<file path="src/rtl/rv32i_hazard_ctrl_if.sv">
// Hazard-controller bundle: pipeline status in, stall/flush/redirect controls
// and performance counters out.
interface rv32i_hazard_ctrl_if #(
  parameter int CNT_W = 16
);
  logic [31:0]      id_iw;
  logic [31:0]      ex_iw;
  logic             ex_wb_en;
  logic             ex_br_taken;
  logic [31:0]      ex_br_target;
  logic             mem_busy;
  logic             pc_stall;
  logic             ifid_stall;
  logic             ifid_flush;
  logic             idex_bubble;
  logic             pipe_freeze;
  logic             pc_load;
  logic [31:0]      pc_target;
  logic [CNT_W-1:0] stall_cnt;
  logic [CNT_W-1:0] flush_cnt;
  logic [1:0]       state_o;

  modport master (
    output id_iw, ex_iw, ex_wb_en, ex_br_taken, ex_br_target, mem_busy,
    input  pc_stall, ifid_stall, ifid_flush, idex_bubble, pipe_freeze,
           pc_load, pc_target, stall_cnt, flush_cnt, state_o
  );

  modport slave (
    input  id_iw, ex_iw, ex_wb_en, ex_br_taken, ex_br_target, mem_busy,
    output pc_stall, ifid_stall, ifid_flush, idex_bubble, pipe_freeze,
           pc_load, pc_target, stall_cnt, flush_cnt, state_o
  );
endinterface

</file>
<file path="src/rtl/rv32i_hazard_ctrl.sv">
// 5-stage RV32I hazard controller: load-use stalls, EX redirects, memory-busy
// freezes, with saturating stall/flush counters.
module rv32i_hazard_ctrl #(
  parameter int CNT_W = 16
) (
  input logic               clk,
  input logic               reset,
  rv32i_hazard_ctrl_if.slave hz
);

  typedef enum logic [1:0] {
    RUN      = 2'd0,
    MEM_WAIT = 2'd1,
    FLUSH    = 2'd2
  } state_t;

  localparam logic [6:0] OP_LOAD  = 7'b0000011;
  localparam logic [6:0] OP_LUI   = 7'b0110111;
  localparam logic [6:0] OP_AUIPC = 7'b0010111;
  localparam logic [6:0] OP_JAL   = 7'b1101111;
  localparam logic [6:0] OP_REG   = 7'b0110011;
  localparam logic [6:0] OP_STORE = 7'b0100011;
  localparam logic [6:0] OP_BR    = 7'b1100011;

  state_t           state, state_nxt;
  logic [CNT_W-1:0] stall_cnt, flush_cnt;

  logic [4:0] ex_rd, id_rs1, id_rs2;
  logic [6:0] id_op;
  logic       ex_is_load, rs1_used, rs2_used, lu_hazard;

  logic        pc_stall, ifid_stall, ifid_flush, idex_bubble, pipe_freeze, pc_load;
  logic [31:0] pc_target;

  assign ex_rd      = hz.ex_iw[11:7];
  assign id_rs1     = hz.id_iw[19:15];
  assign id_rs2     = hz.id_iw[24:20];
  assign id_op      = hz.id_iw[6:0];
  assign ex_is_load = (hz.ex_iw[6:0] == OP_LOAD);
  assign rs1_used   = !(id_op == OP_LUI || id_op == OP_AUIPC || id_op == OP_JAL);
  assign rs2_used   = (id_op == OP_REG || id_op == OP_STORE || id_op == OP_BR);

  assign lu_hazard = ex_is_load && hz.ex_wb_en && (ex_rd != 5'd0) &&
                     ((rs1_used && id_rs1 == ex_rd) || (rs2_used && id_rs2 == ex_rd));

  // Fields of the instruction words the controller never looks at.
  logic unused_iw;
  assign unused_iw = ^{hz.id_iw[31:25], hz.id_iw[14:7], hz.ex_iw[31:12]};

  always_comb begin
    pc_stall    = 1'b0;
    ifid_stall  = 1'b0;
    ifid_flush  = 1'b0;
    idex_bubble = 1'b0;
    pipe_freeze = 1'b0;
    pc_load     = 1'b0;
    pc_target   = 32'd0;
    state_nxt   = RUN;
    if (!reset) begin
      case (state)
        // MEM_WAIT with busy released re-evaluates the frozen inputs as RUN
        RUN, MEM_WAIT: begin
          if (hz.mem_busy) begin
            pc_stall    = 1'b1;
            ifid_stall  = 1'b1;
            pipe_freeze = 1'b1;
            state_nxt   = MEM_WAIT;
          end else if (hz.ex_br_taken) begin
            pc_load     = 1'b1;
            pc_target   = hz.ex_br_target;
            ifid_flush  = 1'b1;
            idex_bubble = 1'b1;
            state_nxt   = FLUSH;
          end else if (lu_hazard) begin
            pc_stall    = 1'b1;
            ifid_stall  = 1'b1;
            idex_bubble = 1'b1;
            state_nxt   = RUN;
          end
        end
        // EX holds the injected bubble, so branch/hazard inputs are stale
        FLUSH: begin
          if (hz.mem_busy) begin
            pc_stall    = 1'b1;
            ifid_stall  = 1'b1;
            pipe_freeze = 1'b1;
            state_nxt   = FLUSH;
          end
        end
        default: state_nxt = RUN;
      endcase
    end
  end

  always_ff @(posedge clk) begin
    if (reset) begin
      state     <= RUN;
      stall_cnt <= '0;
      flush_cnt <= '0;
    end else begin
      state <= state_nxt;
      if (pc_stall && stall_cnt != '1) stall_cnt <= stall_cnt + 1'b1;
      if (pc_load  && flush_cnt != '1) flush_cnt <= flush_cnt + 1'b1;
    end
  end

  assign hz.pc_stall    = pc_stall;
  assign hz.ifid_stall  = ifid_stall;
  assign hz.ifid_flush  = ifid_flush;
  assign hz.idex_bubble = idex_bubble;
  assign hz.pipe_freeze = pipe_freeze;
  assign hz.pc_load     = pc_load;
  assign hz.pc_target   = pc_target;
  assign hz.stall_cnt   = stall_cnt;
  assign hz.flush_cnt   = flush_cnt;
  assign hz.state_o     = state;

endmodule

</file>
<file path="src/flat_wrapper.sv">
// flat-port wrapper written by rule: the top's interface ports become plain ports
module rv32i_hazard_ctrl_flat 
#(
  parameter int CNT_W = 16
)
  (clk, reset, hz_id_iw, hz_ex_iw, hz_ex_wb_en, hz_ex_br_taken, hz_ex_br_target, hz_mem_busy, hz_pc_stall, hz_ifid_stall, hz_ifid_flush, hz_idex_bubble, hz_pipe_freeze, hz_pc_load, hz_pc_target, hz_stall_cnt, hz_flush_cnt, hz_state_o);
  rv32i_hazard_ctrl_if #(.CNT_W(CNT_W)) hz_i ();
  input logic clk;
  input logic reset;
  input wire logic [$bits(hz_i.id_iw)-1:0] hz_id_iw;
  input wire logic [$bits(hz_i.ex_iw)-1:0] hz_ex_iw;
  input wire logic [$bits(hz_i.ex_wb_en)-1:0] hz_ex_wb_en;
  input wire logic [$bits(hz_i.ex_br_taken)-1:0] hz_ex_br_taken;
  input wire logic [$bits(hz_i.ex_br_target)-1:0] hz_ex_br_target;
  input wire logic [$bits(hz_i.mem_busy)-1:0] hz_mem_busy;
  output wire logic [$bits(hz_i.pc_stall)-1:0] hz_pc_stall;
  output wire logic [$bits(hz_i.ifid_stall)-1:0] hz_ifid_stall;
  output wire logic [$bits(hz_i.ifid_flush)-1:0] hz_ifid_flush;
  output wire logic [$bits(hz_i.idex_bubble)-1:0] hz_idex_bubble;
  output wire logic [$bits(hz_i.pipe_freeze)-1:0] hz_pipe_freeze;
  output wire logic [$bits(hz_i.pc_load)-1:0] hz_pc_load;
  output wire logic [$bits(hz_i.pc_target)-1:0] hz_pc_target;
  output wire logic [$bits(hz_i.stall_cnt)-1:0] hz_stall_cnt;
  output wire logic [$bits(hz_i.flush_cnt)-1:0] hz_flush_cnt;
  output wire logic [$bits(hz_i.state_o)-1:0] hz_state_o;
  assign hz_i.id_iw = hz_id_iw;
  assign hz_i.ex_iw = hz_ex_iw;
  assign hz_i.ex_wb_en = hz_ex_wb_en;
  assign hz_i.ex_br_taken = hz_ex_br_taken;
  assign hz_i.ex_br_target = hz_ex_br_target;
  assign hz_i.mem_busy = hz_mem_busy;
  assign hz_pc_stall = hz_i.pc_stall;
  assign hz_ifid_stall = hz_i.ifid_stall;
  assign hz_ifid_flush = hz_i.ifid_flush;
  assign hz_idex_bubble = hz_i.idex_bubble;
  assign hz_pipe_freeze = hz_i.pipe_freeze;
  assign hz_pc_load = hz_i.pc_load;
  assign hz_pc_target = hz_i.pc_target;
  assign hz_stall_cnt = hz_i.stall_cnt;
  assign hz_flush_cnt = hz_i.flush_cnt;
  assign hz_state_o = hz_i.state_o;
  rv32i_hazard_ctrl #(.CNT_W(CNT_W)) u_core (.clk(clk), .reset(reset), .hz(hz_i));
endmodule
</file>
<file path="config.mk">
export PLATFORM = sky130hd
export DESIGN_NAME = rv32i_hazard_ctrl_flat
export DESIGN_NICKNAME = d
export VERILOG_FILES = /design/src/rtl/rv32i_hazard_ctrl_if.sv /design/src/rtl/rv32i_hazard_ctrl.sv /design/src/flat_wrapper.sv
export SDC_FILE = /design/constraint.sdc
export NUM_CORES = 1
export LEC_CHECK = 0
export ABC_CLOCK_PERIOD_IN_PS = 3800
export CORE_MARGIN = 3
export CORE_UTILIZATION = 33
export CTS_CLUSTER_DIAMETER = 100
export DETAILED_ROUTE_END_ITERATION = 16
export GPL_TIMING_DRIVEN = 1
export HOLD_SLACK_MARGIN = 0.06
export PLACE_DENSITY = 0.91
export SYNTH_ARGS = -nofsm -noshare
export SYNTH_HDL_FRONTEND = slang
export SYNTH_SLANG_ARGS = --single-unit
</file>
<file path="constraint.sdc">
create_clock -name clk -period 3.8 [get_ports clk]
set_clock_uncertainty 0.15 [all_clocks]
set_input_delay 1.14 -clock clk [delete_from_list [all_inputs] [get_ports clk]]
set_output_delay 1.14 -clock clk [all_outputs]
set_load 0.05 [all_outputs]
</file>
==> results.yml <==
clocking:
  clk_path_buf_depth: 2
  cts_inserted_buffers: 5
  post_cts_buffers: 0
  clock_latency_ns: 0.28
  h-tree-depth: 2
  cts.sinks: 34
  cts-root-buf: "clkbuf_8"
  clk_pin_slew_worst_paths_ns: 0.08
  cts_tree: "done"
  holdBufCountCts: 0
cells_and_area:
  fin_nets: 510
  drive_gt1_share_pct: 29.90
  multiInputGateArea_mm2: 0.001473
  antenna-diode-count: 0
  layout_commonest_cell: "clkdlybuf4s50_1"
  fin_cells: 483
  finalCoreUtilization_pct: 71.47
  final_cell_mix: "74 x clkdlybuf4s50_1, 37 x buf_12, 34 x dfxtp_1"
  fillers: 408
  seqCellArea_um2: 680.7
  syn_to_final_growth_pct: 107.0
synthesis:
  yosysSeqAreaShare_pct: 32.71
  synth_top_area_share_pct: 32.71
  synth_top_area_cell: "dfxtp_1"
  postSynthAreaPerCell_um2: 8.034
  synth_cell_types: 45
  yosysWarnings: 0
  ys_seq_elements: 34
  async_flop_share_pct: 0
  syn_inst: 259
  synth_nets: 362
  synth_top_flop_cell: "dfxtp_1"
  syn-cell-area_mm2: 0.002081
  synth_area_leaders: "dfxtp_1 33%, and2_1 11%, xor2_1 5.5%"
  synth_enable_flop_cells: 0
place:
  dp_cells: 474
  post-place-ws_ns: -0.5181
  gp_congestion: 0.8180
  hpwl_um: 6253
  portBuffers: 137
drt:
  vias_per_cell: 5.108
  drc: 0
  via_count: 2467
  wirelength_um: 8045
  wl_per_cell_um: 16.66
  final_antenna_net_count: 0
  drtPass1Iterations: 5
  drt_iter0_drc: 106
floorplan:
  dieWidth_um: 85.41
  core_mm2: 0.006026
  die_h_um: 85.41
  rows: 28
  ios: 173
  fp.dieArea_mm2: 0.007294
  start_util_pct: 34.53
power:
  peakVddDrop_mv: 0.2546
  comb_power_share_pct: 25.6
  powerDensity_mw_per_mm2: 238.0
  internal-power_uw: 761.9
  p_leak_uw: 0.001732
  sw_frac_of_total_pct: 25.65
  pwr-share-clk_pct: 38.9
  power.share.sequential_pct: 35.5
  p_sw_uw: 262.9
grt:
  globalRouteMet3Util_pct: 4.854
  met1_usage_pct: 24.57
  antenna_found_initial: 0
  global_route.usage.total_pct: 20.74
  met2_usage_pct: 38.28
  first_global_vias: 2414
  busiest_layer: "met2"
  grt_start_max_net_pins: 35
  grt_pass1_wl_um: 12280
  grt_overflow: 0
job:
  max_cap_violations: 0
sta:
  hold_slack_ns: 0.3600
  min_period_ns: 3.804
  final-hold-violation-count: 0
  slew_headroom_pct: 59.44
  setup_tns_ns: -0.007185
  grt_setup_unrepaired: "true"
  fin_crit_sh_pct: 100.1
  worst_pin_slew_ns: 0.6055
  fin_ws_ns: -0.004154
  max_freq_mhz: 262.9
  setup_viol: 2
  slew_violations: 0
worst_setup_path:
  cp-start-kind: "input port"
  ff2ff_path_depth: 7
  cp_max_fo: 3
  crit_arrival_ns: 2.51
  cp.required_ns: 2.51
  crit_type: "input port to output port"
  endpoint_kind: "output port"
hold_path:
  hold_class: "flop to flop"
  min_delay_path_depth: 2
run_status:
  violations: "setup timing"
  run_status: "complete, but fails checks"
per-stage QoR:
stage	total power, µW	instance area (µm²)
after floorplan	469.5	2105
after global placement	612.6	3994
after detailed placement	617.5	3994
after CTS	1020	4209
after global routing	1061	4307
final	1025	4307
cells by family after synthesis:
logic type	share of synthesized area [%]
xor+xnor	10.52
compound gates	12.33
flops	32.71
mux	1.022
fa+ha+maj	1.202
buf+inv	4.269
simple gates	37.94
critical path: stages:
cell and delay (ns):
buf_6 0.09, or4_4 0.54, o21ba_4 0.22, a41oi_2 0.13
o21a_2 0.19, inv_4 0.05, buf_8 0.14
cell usage after synthesis (all sizes together) (4+ instances only):
cell type / n
nand4: 7
nor4: 4
nor2: 22
xor2: 13
xnor2: 12
and4: 5
buf: 5
or3: 8
and2: 36
o21ai: 8
clkbuf: 9
nor3: 4
dfxtp: 34
a21oi: 13
nand3: 14
and3: 11
inv: 5
or4: 6
nand2: 14
metal layers:
layer	part of all wire, %	wire length, µm	vias to the layer above
met5	0	0	-
met4	0.93	75	0
met3	5.1	414	6
li1	-	-	1217
met2	54	4361	77
met1	40	3193	1167
sequential cells by signal (all words and copies together) (netlist names):
name	count
u_core.hz.state_o	2
u_core.hz.flush_cnt	16
u_core.hz.stall_cnt	16
power groups by stage:
stage	Combinational (µW)	Sequential [µW]	Clock (µW)
floorplan	87.7	382	0
global placement	241	372	0
detailed placement	245	372	0
CTS	252	364	404
global route	273	365	423
finish	262	364	399
timing repair:
item | in CTS | in global routing
pin swaps | 15 | 14
gates resized for setup | 53 | 41
endpoints found under the setup margin | 29 | 20
cloned | 0 | 1
layout make-up:
| class | count | share of cell area [%] |
|---|---|---|
| clock buffer | 5 | 1.598 |
| clock inverter | 3 | 1.598 |
| inverter | 5 | 0.5520 |
| multi-input combinational | 206 | 34.20 |
| sequential | 34 | 15.80 |
| tap | 75 | 2.179 |
| timing repair buffer | 155 | 44.07 |
path summary, 6_finish.rpt:
path / start / endpoint / slack [ns]
max: hz_ex_iw[9] / hz_ifid_stall / -0.004
min: u_core.hz.stall_cnt[9]$_SDFFE_PP0P_ / u_core.hz.stall_cnt[9]$_SDFFE_PP0P_ / 0.36
max reg2reg: u_core.hz.stall_cnt[0]$_SDFFE_PP0P_ / u_core.hz.stall_cnt[15]$_SDFFE_PP0P_ / 1.50
min reg2reg: u_core.hz.stall_cnt[9]$_SDFFE_PP0P_ / u_core.hz.stall_cnt[9]$_SDFFE_PP0P_ / 0.36
(Power assumes the default switching activity.)
